`src/rtl/wb_port_arbiter.sv`:
```
`default_nettype none
// +--------------------------------------------------------------------------+
// | wb_port_arbiter: shares one register-file write port between the         |
// | pipeline writeback and a buffered long-latency unit result stream.        |
// | Optional macro WB_ARB_STARVE_GUARD_EN: forced drain of a starved head.    |
// | Rev 1.0                                                                   |
// +--------------------------------------------------------------------------+
module wb_port_arbiter #(
  parameter int FIFO_DEPTH   = 2,
  parameter int STARVE_LIMIT = 8
) (
  input  logic                  clk,
  input  logic                  rst_n,
  input  logic                  i_pipe_valid,
  input  logic [4:0]            i_pipe_wbs,
  input  logic [31:0]           i_pipe_wbd,
  input  logic                  i_pipe_wbv,
  output logic                  o_pipe_stall,
  input  logic                  i_lu_valid,
  input  logic [4:0]            i_lu_wbs,
  input  logic [31:0]           i_lu_wbd,
  output logic                  o_lu_ready,
  output logic                  o_rf_we,
  output logic [4:0]            o_rf_waddr,
  output logic [31:0]           o_rf_wdata,
  output logic [FIFO_DEPTH-1:0] o_lu_pending
);
  localparam int            c_AW   = $clog2(FIFO_DEPTH);
  localparam logic [c_AW:0] c_FULL = (c_AW + 1)'(FIFO_DEPTH);

  typedef enum logic [1:0] {
    S_NORMAL = 2'd0,
    S_DRAIN  = 2'd1,
    S_FORCE  = 2'd2
  } state_t;

  if ((FIFO_DEPTH < 2) || (FIFO_DEPTH > 8) || ((FIFO_DEPTH & (FIFO_DEPTH - 1)) != 0) ||
      (STARVE_LIMIT < 1)) begin : g_param_chk
    $error("wb_port_arbiter: illegal FIFO_DEPTH or STARVE_LIMIT");
  end

  state_t                r_state;
  logic                  r_stall;
  logic [4:0]            r_wbs [FIFO_DEPTH];
  logic [31:0]           r_wbd [FIFO_DEPTH];
  logic [FIFO_DEPTH-1:0] r_live;
  logic [c_AW-1:0]       r_rd_ptr;
  logic [c_AW-1:0]       r_wr_ptr;
  logic [c_AW:0]         r_count;
  logic [c_AW:0]         w_count_nxt;
  logic                  w_full;
  logic                  w_push;
  logic                  w_pipe_wants;
  logic                  w_pipe_go;
  logic                  w_pop;
  logic                  w_head_live;
  logic                  w_kill;
  logic                  w_push_live;
  logic                  w_force_go;

  always_comb begin
    w_full       = (r_count == c_FULL);
    w_push       = i_lu_valid && !w_full;
    w_pipe_wants = i_pipe_valid && i_pipe_wbv;
    w_pipe_go    = w_pipe_wants && !r_stall;
    w_pop        = (r_count != '0) && (r_stall || !w_pipe_wants);
    w_head_live  = r_live[r_rd_ptr];
    w_kill       = w_pipe_go && (i_pipe_wbs != 5'd0);
    // An lu result arriving alongside a pipeline write to the same register is older: drop it.
    w_push_live  = (i_lu_wbs != 5'd0) && !(w_kill && (i_lu_wbs == i_pipe_wbs));
    w_count_nxt  = r_count + {{c_AW{1'b0}}, w_push} - {{c_AW{1'b0}}, w_pop};
  end

  assign o_pipe_stall = r_stall;
  assign o_lu_ready   = !w_full;
  assign o_rf_we      = rst_n && (w_kill || (w_pop && w_head_live));
  assign o_rf_waddr   = w_pipe_go ? i_pipe_wbs : r_wbs[r_rd_ptr];
  assign o_rf_wdata   = w_pipe_go ? i_pipe_wbd : r_wbd[r_rd_ptr];
  assign o_lu_pending = r_live;

  always_ff @(posedge clk) begin
    if (w_push) begin
      r_wbs[r_wr_ptr] <= i_lu_wbs;
      r_wbd[r_wr_ptr] <= i_lu_wbd;
    end
  end

  always_ff @(posedge clk or negedge rst_n) begin
    if (!rst_n) begin
      r_live   <= '0;
      r_rd_ptr <= '0;
      r_wr_ptr <= '0;
      r_count  <= '0;
    end else begin
      for (int i = 0; i < FIFO_DEPTH; i++) begin
        if (w_push && (r_wr_ptr == c_AW'(i))) begin
          r_live[i] <= w_push_live;
        end else if ((w_pop && (r_rd_ptr == c_AW'(i))) ||
                     (w_kill && r_live[i] && (r_wbs[i] == i_pipe_wbs))) begin
          r_live[i] <= 1'b0;
        end
      end
      if (w_pop) begin
        r_rd_ptr <= r_rd_ptr + c_AW'(1);
      end
      if (w_push) begin
        r_wr_ptr <= r_wr_ptr + c_AW'(1);
      end
      r_count <= w_count_nxt;
    end
  end

`ifdef WB_ARB_STARVE_GUARD_EN
  localparam int              c_SW          = $clog2(STARVE_LIMIT + 1);
  localparam logic [c_SW-1:0] c_STARVE_LAST = c_SW'(STARVE_LIMIT - 1);

  logic [c_SW-1:0] r_starve;
  logic            w_blocked;

  assign w_blocked  = (r_state == S_NORMAL) && (r_count != '0) && w_head_live && w_pipe_wants;
  assign w_force_go = w_blocked && (r_starve == c_STARVE_LAST) && !(w_full && i_lu_valid);

  always_ff @(posedge clk or negedge rst_n) begin
    if (!rst_n) begin
      r_starve <= '0;
    end else if (!w_blocked || w_force_go || (w_full && i_lu_valid)) begin
      r_starve <= '0;
    end else begin
      r_starve <= r_starve + c_SW'(1);
    end
  end
`else
  assign w_force_go = 1'b0;
`endif

  always_ff @(posedge clk or negedge rst_n) begin
    if (!rst_n) begin
      r_state <= S_NORMAL;
      r_stall <= 1'b0;
    end else begin
      case (r_state)
        S_NORMAL: begin
          if (w_full && i_lu_valid) begin
            r_state <= S_DRAIN;
            r_stall <= 1'b1;
          end else if (w_force_go) begin
            r_state <= S_FORCE;
            r_stall <= 1'b1;
          end
        end
        S_DRAIN: begin
          if (w_count_nxt == '0) begin
            r_state <= S_NORMAL;
            r_stall <= 1'b0;
          end
        end
        default: begin
          r_state <= S_NORMAL;
          r_stall <= 1'b0;
        end
      endcase
    end
  end

endmodule
`default_nettype wire
```
`config.mk`:
```
export PLATFORM = sky130hd
export DESIGN_NAME = wb_port_arbiter
export DESIGN_NICKNAME = d
export VERILOG_FILES = /design/src/rtl/wb_port_arbiter.sv
export SDC_FILE = /design/constraint.sdc
export NUM_CORES = 1
export LEC_CHECK = 0
export BUFFER_PORTS_ARGS = -buffer_cell sky130_fd_sc_hd__buf_4
export CORE_MARGIN = 2
export CORE_UTILIZATION = 50
export CTS_CLUSTER_DIAMETER = 60
export CTS_CLUSTER_SIZE = 10
export DETAILED_ROUTE_END_ITERATION = 8
export HOLD_SLACK_MARGIN = 0.08
export PLACE_DENSITY = 0.85
export SYNTH_ARGS = -nofsm -noshare
export SYNTH_HDL_FRONTEND = slang
export SYNTH_SLANG_ARGS = --single-unit
```
`constraint.sdc`:
```
create_clock -name clk -period 3 [get_ports clk]
set_input_delay 0.3 -clock clk [delete_from_list [all_inputs] [get_ports clk]]
set_output_delay 0.3 -clock clk [all_outputs]
set_load 0.005 [all_outputs]
```
### Word level (Yosys, flattened, before mapping)

Memories as Yosys holds them, arrays and structs flattened.
Cells that the tools add are included.

* output and inout bits: 42
* register bits: 9
* memories kept: 2
* memory bits (read-only): 0
* memory bits (writable): 74
* latch bits: 0
* input port bits: 79

Memories
* r_wbd: depth 2, width 32, read ports 1, clocked after memory_dff 0, write ports 1, line 45 `logic [31:0] r_wbd [FIFO_DEPTH];`
* r_wbs: depth 2, width 5, read ports 3, clocked after memory_dff 0, write ports 1, line 44 `logic [4:0] r_wbs [FIFO_DEPTH];`

* magnitude comparators: 1
* eq/ne operators: 7
* $mul: 0
* bitwise logic cells: 2
* add/subtract/negate cells: 4
* multiplexer cells: 16
* div/mod/pow operators: 0
* shift-type cells: 0
* reductions and logical operators: 34

Operators by type and width (number)
* $mux 32: 1
* $logic_and 1x1->1: 18
* $eq 5x5->1: 3
* $mux 1: 10
* $reduce_bool 5->1: 2
* $reduce_bool 2->1: 3
* $mux 5: 1
* $logic_not 1->1: 4
* $logic_not 2->1: 2
* $logic_or 1x1->1: 4
* $mux 2: 2
* $ne 2x2->1 const B: 2
* $pmux 2 s2: 1
* $add 1x1->1 const B: 2
* $add 2x1->2: 1
* $eq 2x1->1 const B: 1
* $eq 2x2->1 const B: 1
* $lt 1x2->1 const B: 1
* $not 1->1: 2
* $pmux 1 s2: 1
* $reduce_and 2->1: 1
* $sub 2x1->2: 1

### Depth between registers and ports, before layout

Gate-level depths: netlist (run 1).

* word-level depth: 8
* mapped depth: 6
* depth with buffers taken out: 6

### Worst setup path before layout (run 1)

Ideal clock, no wire load.

* kind: reg2reg
* from: register r_count[0]
* to: memory r_wbd[0][0], enable pin
* data required time: 2565 ps
* cell stages (with the launch flop): 4
* period minus slack after synthesis: 2783 ps
* arrival time: 2348 ps
* path slack: 217 ps
* cell sequence: dfrtp_1 -> nand2b_1 -> nand2_1 -> nor2_1

* cells in the longest elaborated chain, start to end: 5

Ends and longest elaborated chain
* from (decl): line 49 `logic [c_AW:0] r_count;`
* from (signal assigned): line 109 `r_count <= w_count_nxt;`
* $eq 2x2->1: line 62 `w_full = (r_count == c_FULL);`
* $logic_not 1->1
* via o_lu_ready: line 22 `output logic o_lu_ready,`
* $logic_and 1x1->1: line 63 `w_push = i_lu_valid && !w_full;`
* $mux 1: line 82 `if (w_push) begin`
* $mux 1 (not written as such): line 84 `r_wbd[r_wr_ptr] <= i_lu_wbd;`
* to (decl): line 45

The timed path passes the listed nets, and every way through them passes these cells.

### Worst setup path after layout (run 1)

* from: register r_rd_ptr
* to: output port o_rf_wdata[22]

* cells in the longest elaborated chain, start to end: 2

Ends and longest elaborated chain
* from (decl): line 47 `logic [c_AW-1:0] r_rd_ptr;`
* from (signal assigned): line 104 `r_rd_ptr <= r_rd_ptr + c_AW'(1);`
* $mem_v2 2x32
* $mux 32: line 78 `assign o_rf_wdata = w_pipe_go ? i_pipe_wbd : r_wbd[r_rd_ptr];`
* to (decl): line 25 `output logic [31:0] o_rf_wdata,`

No other way between the ends.

==> summary.md, run 1 <==
| Metric | Value |
|---|---|
| Status | complete, no violations |
| Setup CP Type | flop to output port |
| Leak Pwr | 1.98 nW |
| Die area | 7830 µm² |
| Crit path arrival time | 2.01 ns |
| Yosys reg bits | 81 |
| Vias per Instance | 5.10 |
| WP data required | 2.70 ns |
| Dpl cells | 467 |
| WL final | 7460 µm |
| Post-CTS setup buffer count | 0 |
| CP max FO | 22 |
| Syn nets | 340 |
| Post-synth EDFFs | 74 |
| Hold path startpoint | i_lu_wbd[9] |
| # setup viols final | 0 |
| Slew at the pin closest to its max-slew limit | 0.650 ns |
| Number of H-tree levels | 3 |
| Congestion Overflow GR | 0 |
| Hold path endpoint | r_wbd[0][9]$_DFFE_PP_ |
| Post-CTS sizing | 0 |
| 1st-pass router iterations | 4 |
| Root buf cell | clkbuf_8 |
| Synthesized area per cell | 13.7 µm² |
| Final net count | 463 |
| Clock sink count | 81 |
| Mapped cell area | 3570 µm² |
| IR drop worst, VDD | 0.454 mV |
| Worst R2R Path Depth | 4 |
| Initial antenna violation count | 0 |
| All-Layer GR Usage | 19.2% |
| Starting DRT DRC Count | 140 |
| Register area share after synthesis | 67.1% |
| Final hold viol count | 0 |
| Skew-Pair Late Insertion Delay | 0.33 ns |
| DR WL/cell | 15.4 µm |
| Fmax | 434 MHz |
| Sum Neg Setup Slack | 0 ns |
| Hold depth | 1 |
| CTS buffer count | 9 |
| Worst hold path class | input port to flop |
| Cells after Synth | 260 |
| Number of remaining DRC errors | 0 |
| Core Box Area | 6870 µm² |
| Routed Antenna Nets | 0 |
| Die W | 88.5 µm |
| # rows | 30 |
| Post-DP HPWL | 5370 µm |
| Largest net degree at the start of global routing | 51 |
| Flop2flop setup slack | 1.00 ns |
| Cts hold-fix bufs | 1 |
| Unrepaired setup endpoints after global routing | no |
| First-pass GRT wire length | 11100 µm |
| Reg clk slew, reported paths | 0.08 ns |
| Relative slew slack | 56.7% |
| Starting density of the core | 52.0% |
| Max Clock Skew | 0.00850 ns |
| Layout cells sized above 1 | 37.6% |
| CP Launch Type | flop |
| Die Y | 88.5 µm |
| IO Pins | 121 |
| RD Place Congestion | 0.831 |
| R2R Path End | r_wbs[0][4]$_DFFE_PP_ |
| DR vias | 2467 |
| Final Max Slew Viols | 0 |
| Final cell count without fillers | 484 |
| TritonCTS clock tree | yes |
| Final period demand of the worst path | 2.31 ns |
| Antenna cells | 0 |
| Port bufs | 120 |
| Power per Cell Area | 829 nW/µm² |
| Warnings, synthesis | 0 |
| Tcrit/Tclk final | 76.9% |
| Worst R2R Start | r_count[0]$_DFF_PN0_ |
| Post-synth top flop | edfxtp_1 |
| Async SR Flop Fraction | 8.64% |
| Number of distinct library cells after synthesis | 31 |
| Commonest non-fill, non-tap cells in the layout | 125 x buf_4, 74 x edfxtp_1, 38 x mux2i_1, 38 x nor2_1, 37 x a21oi_1 |
| Max Cap Viol | 0 |
| CP endpoint kind | output port |
| Vias in the first global route | 2418 |
| Commonest non-fill, non-tap cell in the layout | buf_4 |
| Clk buf depth | 2 |
| Area grow syn2layout | 33.8% |
[cells by family (layout without fill, tap and decap cells)]
kind of cell             count (synthesis)  after routing  synth area share (%)
multiplexers                            39             39                  11.0
XOR/XNOR                                19             19                  4.66
adder cells (fa/ha/maj)                  1              1                 0.350
AO/OA/AOI/OAI                           47             47                  7.71
buffers and inverters                   17            145                  1.93
flip-flops                              81             81                  67.1
AND/OR/NAND/NOR                         56             56                  7.18
[synth_stat cells (2+ instances only)]
cell      number  share of area (%)
mux2i_1       38                 11
edfxtp_1      74                 62
or4_1          2               0.42
nand3_1        5               0.70
buf_2          4               0.56
o21ai_0        2               0.28
buf_1          6               0.63
dfrtp_1        7                4.9
clkbuf_1       4               0.42
a21oi_1       37                5.2
nor2_1        39                4.1
inv_1          3               0.32
xor2_1         8                2.0
nand2_1        4               0.42
xnor2_1       11                2.7
[power breakdown]
group          leakage (nW)  internal [mW]  switching, mW
Clock                0.0832          0.382          0.370
Combinational          1.13          0.783          0.686
Sequential            0.772           1.55          0.187
Total                  1.98           2.72           1.24
[flip-flops by register name (all words and copies together) (netlist names)]
register / cells
r_wbd: 64
r_rd_ptr: 1
o_pipe_stall: 1
r_wr_ptr: 1
r_count: 2
o_lu_pending: 2
r_wbs: 10
[critical path, cell delays in order (launching register included)]
cell,delay (ns)
dfrtp_2,0.79
buf_4,0.35
mux2i_1,0.26
a21oi_1,0.10
buf_4,0.16
[how the worst max path moves through the flow]
stage	from	end	slack [ns]	depth (start not counted)
after CTS	r_rd_ptr$_DFFE_PN0P_	o_rf_wdata[22]	0.67	4
after global placement	r_rd_ptr$_DFFE_PN0P_	o_rf_wdata[21]	1.11	4
after detailed placement	r_count[0]$_DFF_PN0_	r_wbd[0][4]$_DFFE_PP_	1.04	4
after global routing	r_rd_ptr$_DFFE_PN0P_	o_rf_wdata[22]	0.57	4
after floorplan	r_count[0]$_DFF_PN0_	r_wbd[0][0]$_DFFE_PP_	0.22	3
final	r_rd_ptr$_DFFE_PN0P_	o_rf_wdata[22]	0.69	4
[cell type report]
type / count / area [µm²]
sequential: 81 / 2400
fill: 518 / 2090
multi-input combinational: 162 / 1110
timing repair buffer: 126 / 948
clock buffer: 11 / 131
tap: 96 / 120
clock inverter: 5 / 56.3
inverter: 3 / 11.3
[through the flow]
stage                     area, µm²  util [%]  worst slack, ns  hold WS (ns)  power (mW)
after CTS                      4780      69.6            0.672         0.128        3.99
after global routing           4780      69.6            0.566         0.117        4.18
after floorplan                3570         -            0.217       0.00441        2.53
final                          4780      69.6            0.694         0.147        3.96
after global placement         4580      66.7             1.11         0.117        3.17
after detailed placement       4580      66.7             1.04         0.121        3.23
[layer usage]
layer  up-vias  track usage (%)  part of all wire [%]
li1       1201                -                     -
met1      1162             22.1                    40
met5         -                0                     0
met2       100             34.6                    52
met3         4             5.50                   7.1
met4         0             6.47                  0.84
Note: power is estimated with default switching activity, not from simulation.
==> inputs of run 2 (changes only) <==
- ABC_AREA: not set -> 1
- PLACE_DENSITY: 0.85 -> 0.84
- clock period: 3 -> 2.3 ns (I/O delays scaled with it)
==> summary.md, run 2 <==
| Metric | Value |
|---|---|
| Status | complete, no violations (unchanged) |
| Port bufs | 120 (unchanged) |
| Warnings, synthesis | 0 (unchanged) |
| Relative slew slack | 65.6% (was 56.7%) |
| Cell Area, Placed | 4650 µm² (was 4580 µm²) |
| DR vias | 3040 (was 2467) |
| Leak Pwr | 2.23 nW (was 1.98 nW) |
| Main area contributors after synthesis | edfxtp_1 61%, nand2_1 11%, a31oi_1 6.0%, dfrtp_1 4.8%, nor2_1 4.3% (was edfxtp_1 62%, mux2i_1 11%, a21oi_1 5.2%, dfrtp_1 4.9%, nor2_1 4.1%) |
| Reg power frac | 40.0% (was 43.9%) |
| Tcrit/Tclk final | 87.2% |
| Commonest non-fill, non-tap cell in the layout | buf_4 (unchanged) |
| Number of remaining DRC errors | 0 (unchanged) |
| Post-CTS setup buffer count | 0 (unchanged) |
| TritonCTS clock tree | yes (unchanged) |
| WL final | 8730 µm (was 7460 µm) |
| Fmax | 499 MHz |
| Power Internal | 3.54 mW (was 2.72 mW) |
| Switching part of the total power | 34.3% (was 31.4%) |
| Area grow syn2layout | 41.2% (was 33.8%) |
| Slew at the pin closest to its max-slew limit | 0.516 ns (was 0.650 ns) |
| CP endpoint kind | output port (unchanged) |
| CP max FO | 35 (was 22) |
| Die Y | 89.5 µm (was 88.5 µm) |
| Number of H-tree levels | 3 (unchanged) |
| DR WL/cell | 14.4 µm (was 15.4 µm) |
| Synthesized area per cell | 10.5 µm² (was 13.7 µm²) |
| # setup viols final | 0 (unchanged) |
| Final net count | 582 (was 463) |
| Vias per Instance | 5.02 (was 5.10) |
| Clock sink count | 81 (unchanged) |
| Post-CTS sizing | 0 (unchanged) |
| Switching Power | 1.85 mW (was 1.24 mW) |
| Sum Neg Setup Slack | 0 ns (unchanged) |
| Starting DRT DRC Count | 134 (was 140) |
| Cells after Synth | 348 (was 260) |
| # rows | 31 (was 30) |
| IR drop worst, VDD | 0.495 mV (was 0.454 mV) |
| Crit path buf inv count | 2 (unchanged) |
| Final period demand of the worst path | 2.01 ns |
| Post-DP HPWL | 5780 µm (was 5370 µm) |
| Initial antenna violation count | 0 (unchanged) |
| Largest regs | r_wbd x64, r_wbs x10 (unchanged) |
| 1st-pass router iterations | 4 (unchanged) |
| IO Pins | 121 (unchanged) |
| RD Place Congestion | 0.834 (was 0.831) |
| Congestion Overflow GR | 0 (unchanged) |
| Reg clk slew, reported paths | 0.08 ns (about the same) |
| Synth area leader | edfxtp_1 (unchanged) |
| Unrepaired setup endpoints after global routing | no (unchanged) |
| Max FFs per register | 64 (unchanged) |
| Worst hold path class | input port to flop (unchanged) |
| Skew-Pair Late Insertion Delay | 0.34 ns (was 0.33 ns) |
| Die W | 89.5 µm (was 88.5 µm) |
| Post-synth top flop | edfxtp_1 (unchanged) |
| Syn nets | 428 (was 340) |
| Layout cells sized above 1 | 31.2% (was 37.6%) |
| Setup CP Type | flop to output port (unchanged) |
| Synth cell count leaders | 106 x nand2_1, 74 x edfxtp_1, 42 x nor2_1, 35 x a31oi_1, 18 x inv_1 (was 74 x edfxtp_1, 39 x nor2_1, 38 x mux2i_1, 37 x a21oi_1, 11 x xnor2_1) |
| Clk network pwr share | 18.5% (was 19.0%) |
| Slowest cell on crit path | clkinv_2 (was dfrtp_2) |
| Final non-filler cell area | 5160 µm² (was 4780 µm²) |
| Number of distinct library cells after synthesis | 28 (was 31) |
| Vias in the first global route | 2846 (was 2418) |
| Core Box Area | 7180 µm² (was 6870 µm²) |
| All-Layer GR Usage | 21.5% (was 19.2%) |
| Worst-path cell chain | clkinv_2 -> nor2_2 -> nand2_1 -> a31oi_1 -> buf_4 (was buf_4 -> mux2i_1 -> a21oi_1 -> buf_4) |
| Antenna cells | 0 (unchanged) |
| Yosys top cell area share | 60.8% (was 62.2%) |
| WP data required | 2.07 ns (was 2.70 ns) |
| Yosys reg bits | 81 (unchanged) |
| Root buf cell | clkbuf_8 (unchanged) |
| Final hold viol count | 0 (unchanged) |
| Clk buf depth | 2 (unchanged) |
| Max Cap Viol | 0 (unchanged) |
| CP Launch Type | flop (unchanged) |
| Largest reg by FF count | r_wbd (unchanged) |
| Cts hold-fix bufs | 29 (was 1) |
| Commonest non-fill, non-tap cells in the layout | 127 x buf_4, 106 x nand2_1, 74 x edfxtp_1 (was 125 x buf_4, 74 x edfxtp_1, 38 x mux2i_1, 38 x nor2_1, 37 x a21oi_1) |
| First-pass GRT wire length | 12800 µm (was 11100 µm) |
| Die area | 8010 µm² (was 7830 µm²) |
| Delay-heaviest family, CP | buffers and inverters (was flip-flops) |
| FILL cells | 501 (was 518) |
| Max Clock Skew | 0.0119 ns (was 0.00850 ns) |
| Starting density of the core | 51.0% (was 52.0%) |
| CTS buffer count | 9 (unchanged) |
| Power per Cell Area | 1040 nW/µm² (was 829 nW/µm²) |
| Count leader, synth | nand2_1 (was edfxtp_1) |
| Async SR Flop Fraction | 8.64% (unchanged) |
| Logic gate share of total power | 41.5% (was 37.1%) |
| Mapped cell area | 3660 µm² (was 3570 µm²) |
| Crit path arrival time | 1.78 ns (was 2.01 ns) |
| Largest net degree at the start of global routing | 43 (was 51) |
| Final Max Slew Viols | 0 (unchanged) |
| Routed Antenna Nets | 0 (unchanged) |
| Crit-path max cell delay | 0.42 ns (was 0.79 ns) |
| Post-synth EDFFs | 74 (unchanged) |
| Register area share after synthesis | 65.5% (was 67.1%) |
run 2: final timing paths:
check	depth (start not counted)	slack [ns]	start	end
worst max-delay path	5	0.29	r_rd_ptr$_DFFE_PN0P_	o_rf_we
worst min register to register	1	0.57	r_count[0]$_DFF_PN0_	r_count[0]$_DFF_PN0_
worst min-delay path	1	0.1	i_lu_wbs[1]	r_wbs[1][1]$_DFFE_PP_
min in group asynchronous	2	0.24	rst_n	o_lu_pending[1]$_DFFE_PN0P_
worst max register to register	9	0.59	r_count[0]$_DFF_PN0_	o_pipe_stall$_DFFE_PN0P_
max in group asynchronous	2	1.93	rst_n	r_count[0]$_DFF_PN0_
run 2: power by group through the flow:
stage                     clock network (mW)  registers, mW  logic [mW]
after floorplan                            0           2.16        1.18
after global placement                     0           2.16        2.11
after detailed placement                   0           2.18        2.18
after CTS                               1.01           2.15        2.23
after global routing                    1.08           2.18        2.46
final                                  0.995           2.15        2.23
run 2: final cells by class:
class                      count  area, µm²  area share, %
sequential                    81       2400           46.4
clock buffer                  12        135           2.62
multi-input combinational    227       1090           21.1
timing repair buffer         159       1270           24.7
inverter                      24       91.3           1.77
clock inverter                 4       53.8           1.04
tap                           99        124           2.40
run 2: cells by family (layout without fill, tap and decap cells):
family          count (synthesis)  in the layout  share of synthesized area (%)
compound gates                 48             48                           8.04
flops                          81             81                           65.5
fa+ha+maj                       1              1                          0.342
simple gates                  172            172                           19.6
xor+xnor                        6              6                           1.44
buf+inv                        40            199                           4.99
run 2: worst reg2reg max path: stages, from the launching register on:
cell	delay (ns)
dfrtp_1	0.40
inv_2	0.09
nand2_2	0.09
nand2_4	0.12
nand3_2	0.09
nand2_1	0.08
ha_1	0.17
xor2_1	0.18
xor2_1	0.25
a21boi_1	0.12
run 2: metrics by stage:
stage / util, % / power [mW] / hold slack (ns) / setup slack (ns) / instances
2_1_floorplan: - / 3.34 / -0.0656 / 0.279 / 348
3_3_place_gp: 64.8 / 4.28 / 0.0509 / 0.674 / 558
3_5_place_dp: 64.8 / 4.36 / 0.0536 / 0.603 / 558
4_1_cts: 71.5 / 5.39 / 0.0802 / 0.274 / 603
5_1_grt: 71.9 / 5.72 / 0.0846 / 0.141 / 606
6_report: 71.9 / 5.38 / 0.0953 / 0.294 / 606
run 2: layer usage:
| metal | track usage (%) | up-vias | share of wire (%) |
|---|---|---|---|
| li1 | - | 1501 | - |
| met1 | 26.3 | 1405 | 39 |
| met2 | 37.4 | 123 | 52 |
| met3 | 4.34 | 11 | 6.9 |
| met4 | 8.41 | 0 | 1.5 |
| met5 | 0 | - | 0 |
==> inputs of run 3 (changes only) <==
- CORE_UTILIZATION: 50 -> 41
- PLACE_DENSITY: 0.84 -> 0.72
- REMOVE_ABC_BUFFERS: not set -> 1
==> summary.md, run 3 (synthesis gave the netlist of run 2 again) <==
| Metric | Value |
|---|---|
| Sum Neg Setup Slack | 0 ns (unchanged) |
| Switching part of the total power | 33.9% (was 34.3%) |
| Fin Hold WS | 0.104 ns (was 0.0953 ns) |
| Area grow syn2layout | 42.3% (was 41.2%) |
| Number of remaining DRC errors | 0 (unchanged) |
| Final Max Slew Viols | 0 (unchanged) |
| Die Y | 98.4 µm (was 89.5 µm) |
| Worst R2R Path Depth | 9 (unchanged) |
| All-Layer GR Usage | 17.4% (was 21.5%) |
| Dpl cells | 567 (was 558) |
| Crit. Startpoint | r_rd_ptr$_DFFE_PN0P_ (unchanged) |
| IR drop worst, VDD | 0.620 mV (was 0.495 mV) |
| Starting density of the core | 42.1% (was 51.0%) |
| R2R Path End | o_pipe_stall$_DFFE_PN0P_ (unchanged) |
| Routed Antenna Nets | 0 (unchanged) |
| Commonest non-fill, non-tap cell in the layout | buf_4 (unchanged) |
| Switching Power | 1.81 mW (was 1.85 mW) |
| Status | complete, no violations (unchanged) |
| Starting DRT DRC Count | 155 (was 134) |
| Power Internal | 3.53 mW (was 3.54 mW) |
| TritonCTS clock tree | yes (unchanged) |
| Core Box Area | 8680 µm² (was 7180 µm²) |
| Reg clk slew, reported paths | 0.08 ns (about the same) |
| Layout cells sized above 1 | 31.0% (was 31.2%) |
| Final cell count without fillers | 618 (was 606) |
| Largest reg by FF count | r_wbd (unchanged) |
| Tcrit/Tclk final | 88.0% (was 87.2%) |
| Reg power frac | 40.2% (was 40.0%) |
| Die W | 98.4 µm (was 89.5 µm) |
| 1st-pass router iterations | 4 (unchanged) |
| Max Cap Viol | 0 (unchanged) |
| Post-CTS setup buffer count | 0 (unchanged) |
| Fin util | 59.9% (was 71.9%) |
| # rows | 34 (was 31) |
| CTS buffer count | 9 (unchanged) |
| CP Launch Type | flop (unchanged) |
| Crit path arrival time | 1.79 ns (was 1.78 ns) |
| Cell Area, Placed | 4660 µm² (was 4650 µm²) |
| Max FFs per register | 64 (unchanged) |
| IO Pins | 121 (unchanged) |
| Final non-filler cell area | 5200 µm² (was 5160 µm²) |
| Setup CP Type | flop to output port (unchanged) |
| Final net count | 585 (was 582) |
| Die area | 9690 µm² (was 8010 µm²) |
| DR vias | 3009 (was 3040) |
| Port bufs | 120 (unchanged) |
| Flop2flop setup slack | 0.55 ns (was 0.59 ns) |
| Logic gate share of total power | 41.4% (was 41.5%) |
| CP endpoint kind | output port (unchanged) |
| RD Place Congestion | 0.789 (was 0.834) |
| WP data required | 2.07 ns (about the same) |
| Clock sink count | 81 (unchanged) |
| Skew-Pair Late Insertion Delay | 0.35 ns (was 0.34 ns) |
| Post-DP HPWL | 5700 µm (was 5780 µm) |
| Congestion Overflow GR | 0 (unchanged) |
| WL final | 8460 µm (was 8730 µm) |
| Worst hold path class | input port to flop (unchanged) |
| Initial antenna violation count | 0 (unchanged) |
| Leak Pwr | 2.23 nW (about the same) |
| Antenna cells | 0 (unchanged) |
| # setup viols final | 0 (unchanged) |
| Unrepaired setup endpoints after global routing | no (unchanged) |
| Worst R2R Start | o_pipe_stall$_DFFE_PN0P_ (was r_count[0]$_DFF_PN0_) |
| Crit path to | o_rf_we (unchanged) |
| Fmax | 494 MHz (was 499 MHz) |
| Slew at the pin closest to its max-slew limit | 0.523 ns (was 0.516 ns) |
| DR WL/cell | 13.7 µm (was 14.4 µm) |
| Relative slew slack | 65.1% (was 65.6%) |
| Largest net degree at the start of global routing | 43 (unchanged) |
| Final hold viol count | 0 (unchanged) |
| CP max FO | 35 (unchanged) |
| Number of H-tree levels | 3 (unchanged) |
| Root buf cell | clkbuf_8 (unchanged) |
| Clk buf depth | 2 (unchanged) |
| Vias in the first global route | 2909 (was 2846) |
| Power per Cell Area | 1030 nW/µm² (was 1040 nW/µm²) |
| FILL cells | 739 (was 501) |
| Vias per Instance | 4.87 (was 5.02) |
| Final period demand of the worst path | 2.02 ns (was 2.01 ns) |
| Clk network pwr share | 18.4% (was 18.5%) |
| Max Clock Skew | 0.00987 ns (was 0.0119 ns) |
| First-pass GRT wire length | 13300 µm (was 12800 µm) |
| Commonest non-fill, non-tap cells in the layout | 127 x buf_4, 106 x nand2_1, 74 x edfxtp_1 (unchanged) |
| Largest regs | r_wbd x64, r_wbs x10 (unchanged) |
run 3: worst min path at each step:
stage / cells after the start / to / start / slack (ns)
after floorplan: 0 / o_lu_pending[0]$_DFFE_PN0P_ / rst_n / -0.07
after global placement: 1 / r_count[1]$_DFF_PN0_ / rst_n / 0.05
after detailed placement: 1 / r_count[1]$_DFF_PN0_ / rst_n / 0.05
after CTS: 1 / r_wbs[1][2]$_DFFE_PP_ / i_lu_wbs[2] / 0.08
after global routing: 1 / r_wbs[1][2]$_DFFE_PP_ / i_lu_wbs[2] / 0.08
final: 1 / r_wbs[0][2]$_DFFE_PP_ / i_lu_wbs[2] / 0.10
run 3: per-layer routing:
layer / global-route usage, % / wire [µm]
met3: 4.40 / 447
met2: 29.7 / 4360
met5: 0 / 0
met1: 22.0 / 3580
met4: 5.27 / 78
run 3: repair_timing:
item,4_1_cts,5_1_grt
endpoints found under the hold margin,74,0
setup endpoints to repair,0,0
resized for setup,0,0
hold buffers,35,0
run 3: critical path: stages (launching register included):
cell	delay [ns]
dfrtp_1	0.37
clkinv_2	0.42
nor2_2	0.33
nand2_1	0.08
a31oi_1	0.13
buf_4	0.13
run 3: power by group through the flow:
stage	Sequential, mW	Clock (mW)	Combinational [mW]
global route	2.18	1.08	2.44
floorplan	2.23	0	1.03
detailed placement	2.18	0	2.18
global placement	2.17	0	2.14
CTS	2.15	1.01	2.24
finish	2.15	0.984	2.21
run 3: per-stage QoR:
stage | worst slack [ns] | total power, mW
after global placement | 0.617 | 4.31
after global routing | 0.0528 | 5.69
final | 0.276 | 5.34
after floorplan | 0.103 | 3.26
after CTS | 0.216 | 5.40
after detailed placement | 0.569 | 4.36
run 3: cell type report:
cell class	count	area, µm²	share of cell area (%)
Sequential cell	81	2400	46.1
Timing Repair Buffer	162	1300	25.1
Multi-Input combinational cell	227	1090	20.9
Tap cell	108	135	2.60
Clock buffer	11	131	2.53
Inverter	24	91.3	1.76
Clock inverter	5	56.3	1.08
